==> config.mk <==
export PLATFORM = sky130hd
export DESIGN_NAME = mini_cpu_run_ctrl
export DESIGN_NICKNAME = d
export VERILOG_FILES = /design/src/rtl/mini_cpu_pkg.sv /design/src/rtl/cycle_timeout_cnt.sv /design/src/rtl/mini_cpu_run_ctrl.sv
export SDC_FILE = /design/constraint.sdc
export NUM_CORES = 1
export LEC_CHECK = 0
export ABC_AREA = 1
export BUFFER_PORTS_ARGS = -buffer_cell sky130_fd_sc_hd__buf_2
export CORE_MARGIN = 2
export CORE_UTILIZATION = 52
export DETAILED_ROUTE_END_ITERATION = 8
export GPL_TIMING_DRIVEN = 0
export PLACE_DENSITY = 0.79
export RECOVER_POWER = 25
export SETUP_SLACK_MARGIN = 0.05
export SLEW_MARGIN = 10
export SYNTH_ARGS = -nofsm -noshare
export SYNTH_HDL_FRONTEND = slang
export SYNTH_HIERARCHICAL = 1
export SYNTH_SLANG_ARGS = --single-unit
==> constraint.sdc <==
create_clock -name clk -period 2.6 [get_ports clk]
set_input_delay 0.39 -clock clk [delete_from_list [all_inputs] [get_ports clk]]
set_output_delay 0.39 -clock clk [all_outputs]
set_load 0.01 [all_outputs]
==> src/rtl/mini_cpu_pkg.sv <==
// mini_cpu_pkg: shared encodings and widths for the mini CPU run controller
package mini_cpu_pkg;
    localparam int IMEM_AW = 8;
    localparam int IMEM_DW = 16;
    localparam int RF_AW = 2;
    localparam int RF_DW = 8;
    typedef enum logic [1:0] {OP_LOAD_IMEM = 2'd0, OP_LOAD_REG = 2'd1, OP_RUN = 2'd2, OP_ABORT = 2'd3} cmd_op_t;
    typedef enum logic [1:0] {ST_NONE = 2'd0, ST_HALTED = 2'd1, ST_TIMEOUT = 2'd2, ST_ABORTED = 2'd3} run_status_t;
    typedef enum logic [2:0] {S_IDLE, S_WR, S_GAP, S_RUN, S_DONE} state_t;
endpackage

==> src/rtl/cycle_timeout_cnt.sv <==
// cycle_timeout_cnt: saturating run-cycle counter flagging the increment that reaches max
module cycle_timeout_cnt #(
    parameter int W = 16
) (
    input  logic         clk,
    input  logic         rst,
    input  logic         en,
    input  logic         clr,
    input  logic [W-1:0] max,
    output logic [W-1:0] count,
    output logic         expired
);
    assign expired = en && count == max - W'(1);
    always_ff @(posedge clk)
        if (rst || clr) count <= '0;
        else if (en && count != '1) count <= count + W'(1);
endmodule

==> src/rtl/mini_cpu_run_ctrl.sv <==
// mini_cpu_run_ctrl: host command sequencer loading, running and timing the mini CPU
module mini_cpu_run_ctrl
    import mini_cpu_pkg::*;
#(
    parameter int MAX_CYCLES = 200,
    parameter int CNT_W = 16
) (
    input  logic               clk,
    input  logic               rst,
    input  logic               cmd_valid,
    output logic               cmd_ready,
    input  logic [1:0]         cmd_op,
    input  logic [IMEM_AW-1:0] cmd_addr,
    input  logic [IMEM_DW-1:0] cmd_data,
    output logic               imem_we,
    output logic [IMEM_AW-1:0] imem_addr,
    output logic [IMEM_DW-1:0] imem_wdata,
    output logic               rf_we,
    output logic [RF_AW-1:0]   rf_addr,
    output logic [RF_DW-1:0]   rf_wdata,
    output logic               cpu_en,
    input  logic               cpu_halt,
    output logic               busy,
    output logic               run_done,
    output logic [1:0]         run_status,
    output logic [CNT_W-1:0]   run_cycles
);
    state_t state, state_n;
    logic acc, idle_acc, ld_imem, ld_reg, go, exit_run, expired;
    logic imem_we_n, rf_we_n, cpu_en_n, run_done_n;
    logic [IMEM_AW-1:0] imem_addr_n;
    logic [IMEM_DW-1:0] imem_wdata_n;
    logic [RF_AW-1:0] rf_addr_n;
    logic [RF_DW-1:0] rf_wdata_n;
    logic [1:0] status_n;
    assign cmd_ready = !rst && (state == S_IDLE || (state == S_RUN && cmd_op == OP_ABORT));
    assign acc = cmd_valid && cmd_ready;
    always_comb begin
        idle_acc = state == S_IDLE && acc;
        ld_imem = idle_acc && cmd_op == OP_LOAD_IMEM;
        ld_reg = idle_acc && cmd_op == OP_LOAD_REG;
        go = idle_acc && cmd_op == OP_RUN;
        exit_run = state == S_RUN && (cpu_halt || acc || expired);
        state_n = go ? S_RUN
                : (ld_imem || ld_reg) ? S_WR
                : state == S_WR ? S_GAP
                : state == S_GAP ? S_IDLE
                : exit_run ? S_DONE
                : state == S_DONE ? S_IDLE
                : state;
        status_n = go ? ST_NONE
                 : state != S_RUN ? run_status
                 : cpu_halt ? ST_HALTED
                 : acc ? ST_ABORTED
                 : expired ? ST_TIMEOUT
                 : run_status;
        cpu_en_n = go || (state == S_RUN && !exit_run);
        run_done_n = exit_run;
        imem_we_n = ld_imem;
        rf_we_n = ld_reg;
        imem_addr_n = ld_imem ? cmd_addr : imem_addr;
        imem_wdata_n = ld_imem ? cmd_data : imem_wdata;
        rf_addr_n = ld_reg ? cmd_addr[RF_AW-1:0] : rf_addr;
        rf_wdata_n = ld_reg ? cmd_data[RF_DW-1:0] : rf_wdata;
    end
    always_ff @(posedge clk)
        if (rst) begin
            state <= S_IDLE;
            imem_we <= 1'b0;
            imem_addr <= '0;
            imem_wdata <= '0;
            rf_we <= 1'b0;
            rf_addr <= '0;
            rf_wdata <= '0;
            cpu_en <= 1'b0;
            busy <= 1'b0;
            run_done <= 1'b0;
            run_status <= ST_NONE;
        end else begin
            state <= state_n;
            imem_we <= imem_we_n;
            imem_addr <= imem_addr_n;
            imem_wdata <= imem_wdata_n;
            rf_we <= rf_we_n;
            rf_addr <= rf_addr_n;
            rf_wdata <= rf_wdata_n;
            cpu_en <= cpu_en_n;
            busy <= state_n != S_IDLE;
            run_done <= run_done_n;
            run_status <= status_n;
        end
    cycle_timeout_cnt #(.W(CNT_W)) u_cnt (
        .clk(clk),
        .rst(rst),
        .en(state == S_RUN && cpu_en && !cpu_halt),
        .clr(go),
        .max(CNT_W'(MAX_CYCLES)),
        .count(run_cycles),
        .expired(expired)
    );
endmodule
==> results.txt <==
Worst reg-to-reg path cell count -> 22
Vias in the first global route -> 3,061
Inst Count DP -> 682
Max stage delay on crit path -> 0.32 ns
H-tree depth -> 3
Maximum number of pins on one net before global-route repair -> 11
Total global routing overflow -> 0
Sequential-to-total area share from yosys stat -> 0.375
Cell area after synthesis -> 3210 um2
Status -> finished clean
DP HPWL -> 5.82 mm
Crit Path Max Fanout -> 8
Ratio of cells with drive above 1 in the final layout -> 0.213
Bufs and invs on worst path -> 2
Most frequent cells in the layout -> nor2_1 (99), nand2_1 (80), dfxtp_1 (59), buf_2 (59), conb_1 (55)
Antenna violations before repair -> 0
DR iter-0 viols -> 133
DRC Markers -> 0
TritonRoute pass-1 iters -> 4
Initial Utilization -> 0.538
DR vias/cell -> 4.77
Ys async rst share -> 0
Num rows -> 28
Levels on crit path -> 22
Input/output buffers -> 87
RePlAce Congestion -> 0.815
# IOs -> 88
Drt total wl -> 7.90 mm
Final design instance area without fill -> 4140 um2
Crit path DAT -> 2.53 ns
Max VDD drop -> 0.512 mV
Fin util -> 0.696
Via count -> 3,340
CP required -> 2.83 ns
Fill count -> 535
Slowest library cell on the worst path -> dfxtp_1
First-pass GRT wire length -> 12.8 mm
Largest cells by area after synthesis -> dfxtp_1 (37%), nor2_1 (12%), nand2_1 (9.6%), inv_1 (4.6%), nor2_2 (4.5%)
CP delay by family, top -> simple AND/OR/NAND/NOR gates
Overall power -> 1.99 mW
Critical path class -> register to register
Setup Viol. Count Final -> 0
Minimum clock period -> 2.30 ns
Fmax -> 435 MHz
Commonest non-fill, non-tap cell in the layout -> nor2_1
Worst-Skew Late Latency -> 0.33 ns
Most used cell, CP -> nand2_1
Hold Crit Class -> primary input to register
CTS tree -> yes
Non-Filler Instances -> 700
Clk Tree Root Cell -> clkbuf_8
RSZ-0062 raised after global routing -> no
Die Y -> 82.5 um
Post-DRT Antenna Nets -> 0
Hold Vio Cnt, Final -> 0
Clk slew on worst S/H paths -> 0.07 ns
Die width -> 82.5 um
Layout area overhead -> 29.2%
Max Cap Viol -> 0
Critical path endpoint category -> register
Synth area leader -> dfxtp_1
Period utilisation layout -> 0.884
DP Area -> 3940 um2
Worst-path cell chain -> buf_6, nand2_2, nor2_4, nand2_2, nor2_4, nand2_1, nor2_1, nand2_1, nor2_1, nand2_1, nor2_2, nand2_1, nor2_1, nand3_1, nor2_2, inv_2, nand3_2, nand2_4, nand2_1, nand2_1, nand2_1, nand2_1
Pwr dens -> 481 nW/um2
Drt wl/cell -> 11.3 um
Type of origin of the critical path -> register
CTS Buffer Depth -> 2
N_diodes -> 0
Gate Count Post-Synth -> 467
Library cells used by synthesis -> 38
Clk sink count -> 60
Mean Syn Cell Area -> 6.87 um2
Yosys reg bits -> 60
Fin nets -> 653
Most used flip-flop cell after synthesis -> dfxtp_1
Synth Warn # -> 6
Number of synthesized flops with an enable pin -> 0
Core box area -> 5960 um2
Total CTS buffers -> 9
Max Slew Vio Count -> 0
Worst Hold Depth -> 3
Top-area cell type share of the netlist area -> 0.375
Layout Skew -> 0.00613 ns
Die area -> 6810 um2
Gr usage total -> 0.243
Leakage -> 2.02 nW
-- final timing paths --
kind	startpoint	endpoint	slack (ns)
worst min-delay path	cmd_data[9]	imem_wdata[9]	0.28
worst min register to register	run_status[0]	run_status[0]	0.47
worst max-delay path	state[0]	busy	0.30
worst max register to register	state[0]	busy	0.30
-- logic make-up (layout without fill, tap and decap cells) --
| group | count (synthesis) | after routing | share of synthesized area |
|---|---|---|---|
| AND/OR/NAND/NOR | 262 | 262 | 0.376 |
| buffers and inverters | 58 | 163 | 0.0878 |
| adder cells (fa/ha/maj) | 2 | 2 | 0.00780 |
| flip-flops | 60 | 60 | 0.375 |
| AO/OA/AOI/OAI | 67 | 67 | 0.108 |
| XOR/XNOR | 16 | 16 | 0.0437 |
| other | 2 | 55 | 0.00234 |
-- report_power, final --
| part | internal [mW] | switching [mW] | total [mW] |
|---|---|---|---|
| Combinational | 0.0887 | 0.141 | 0.230 |
| Clock | 0.458 | 0.349 | 0.807 |
| Sequential | 0.944 | 0.0128 | 0.957 |
-- stage by stage --
stage               hold slack (ns)  setup TNS, ns  setup WS [ns]
finish                        0.282              0          0.302
global route                  0.279              0         0.0194
CTS                           0.274              0         0.0783
detailed placement            0.455        -0.0884        -0.0543
global placement              0.449              0         0.0337
floorplan                     0.459              0          0.480
-- Yosys cell counts (2+ instances only) --
library cell and n:
nor2_1 102, nand2_1 82, dfxtp_1 60, inv_1 39, nand3_1 27, o21ai_0 25, nor2_2 23, o21ai_1 21
a21oi_1 17, xor2_1 10, nand4_1 8, xnor2_1 6, buf_4 4, buf_6 4, clkbuf_1 4, nand3_2 4
nand2_2 3, o21bai_1 3, conb_1 2, ha_1 2, inv_4 2, nor3_1 2, nor3_4 2
-- worst min-delay path, delay by kind of cell --
| family | cells | cell delay, ns |
|---|---|---|
| AND/OR/NAND/NOR | 2 | 0.11 |
| buffers and inverters | 1 | 0.08 |
-- flip-flops by register name, indices dropped and copies added (netlist names) --
name / count
busy: 1
cpu_en: 1
imem_addr: 8
imem_wdata: 16
imem_we: 1
rf_addr: 2
rf_wdata: 8
rf_we: 1
run_done: 1
run_status: 2
state: 3
u_cnt/count: 16
-- final cells by class --
class | count | area (um2) | area share
Inverter | 42 | 163 | 0.0393
Buffer | 16 | 123 | 0.0296
Sequential cell | 60 | 1200 | 0.290
Tap cell | 75 | 93.8 | 0.0226
Clock inverter | 5 | 52.6 | 0.0127
Timing Repair Buffer | 90 | 422 | 0.102
Multi-Input combinational cell | 402 | 1950 | 0.471
Clock buffer | 10 | 138 | 0.0332
-- per-layer routing --
layer,global-route usage,part of all wire,vias up
met4,0.105,0.026,0
met3,0.0804,0.067,21
met5,0,0,-
met2,0.432,0.50,105
met1,0.263,0.40,1475
li1,-,-,1739
-- what timing repair did --
action	in CTS	in global routing
endpoints found under the hold margin	0	0
pin swaps	0	3
endpoints found under the setup margin	5	8
hold buffers	0	0
resized for setup	2	9
gates cloned	0	0
setup buffers	0	3
No activity file was read; power rests on OpenSTA's default activity.
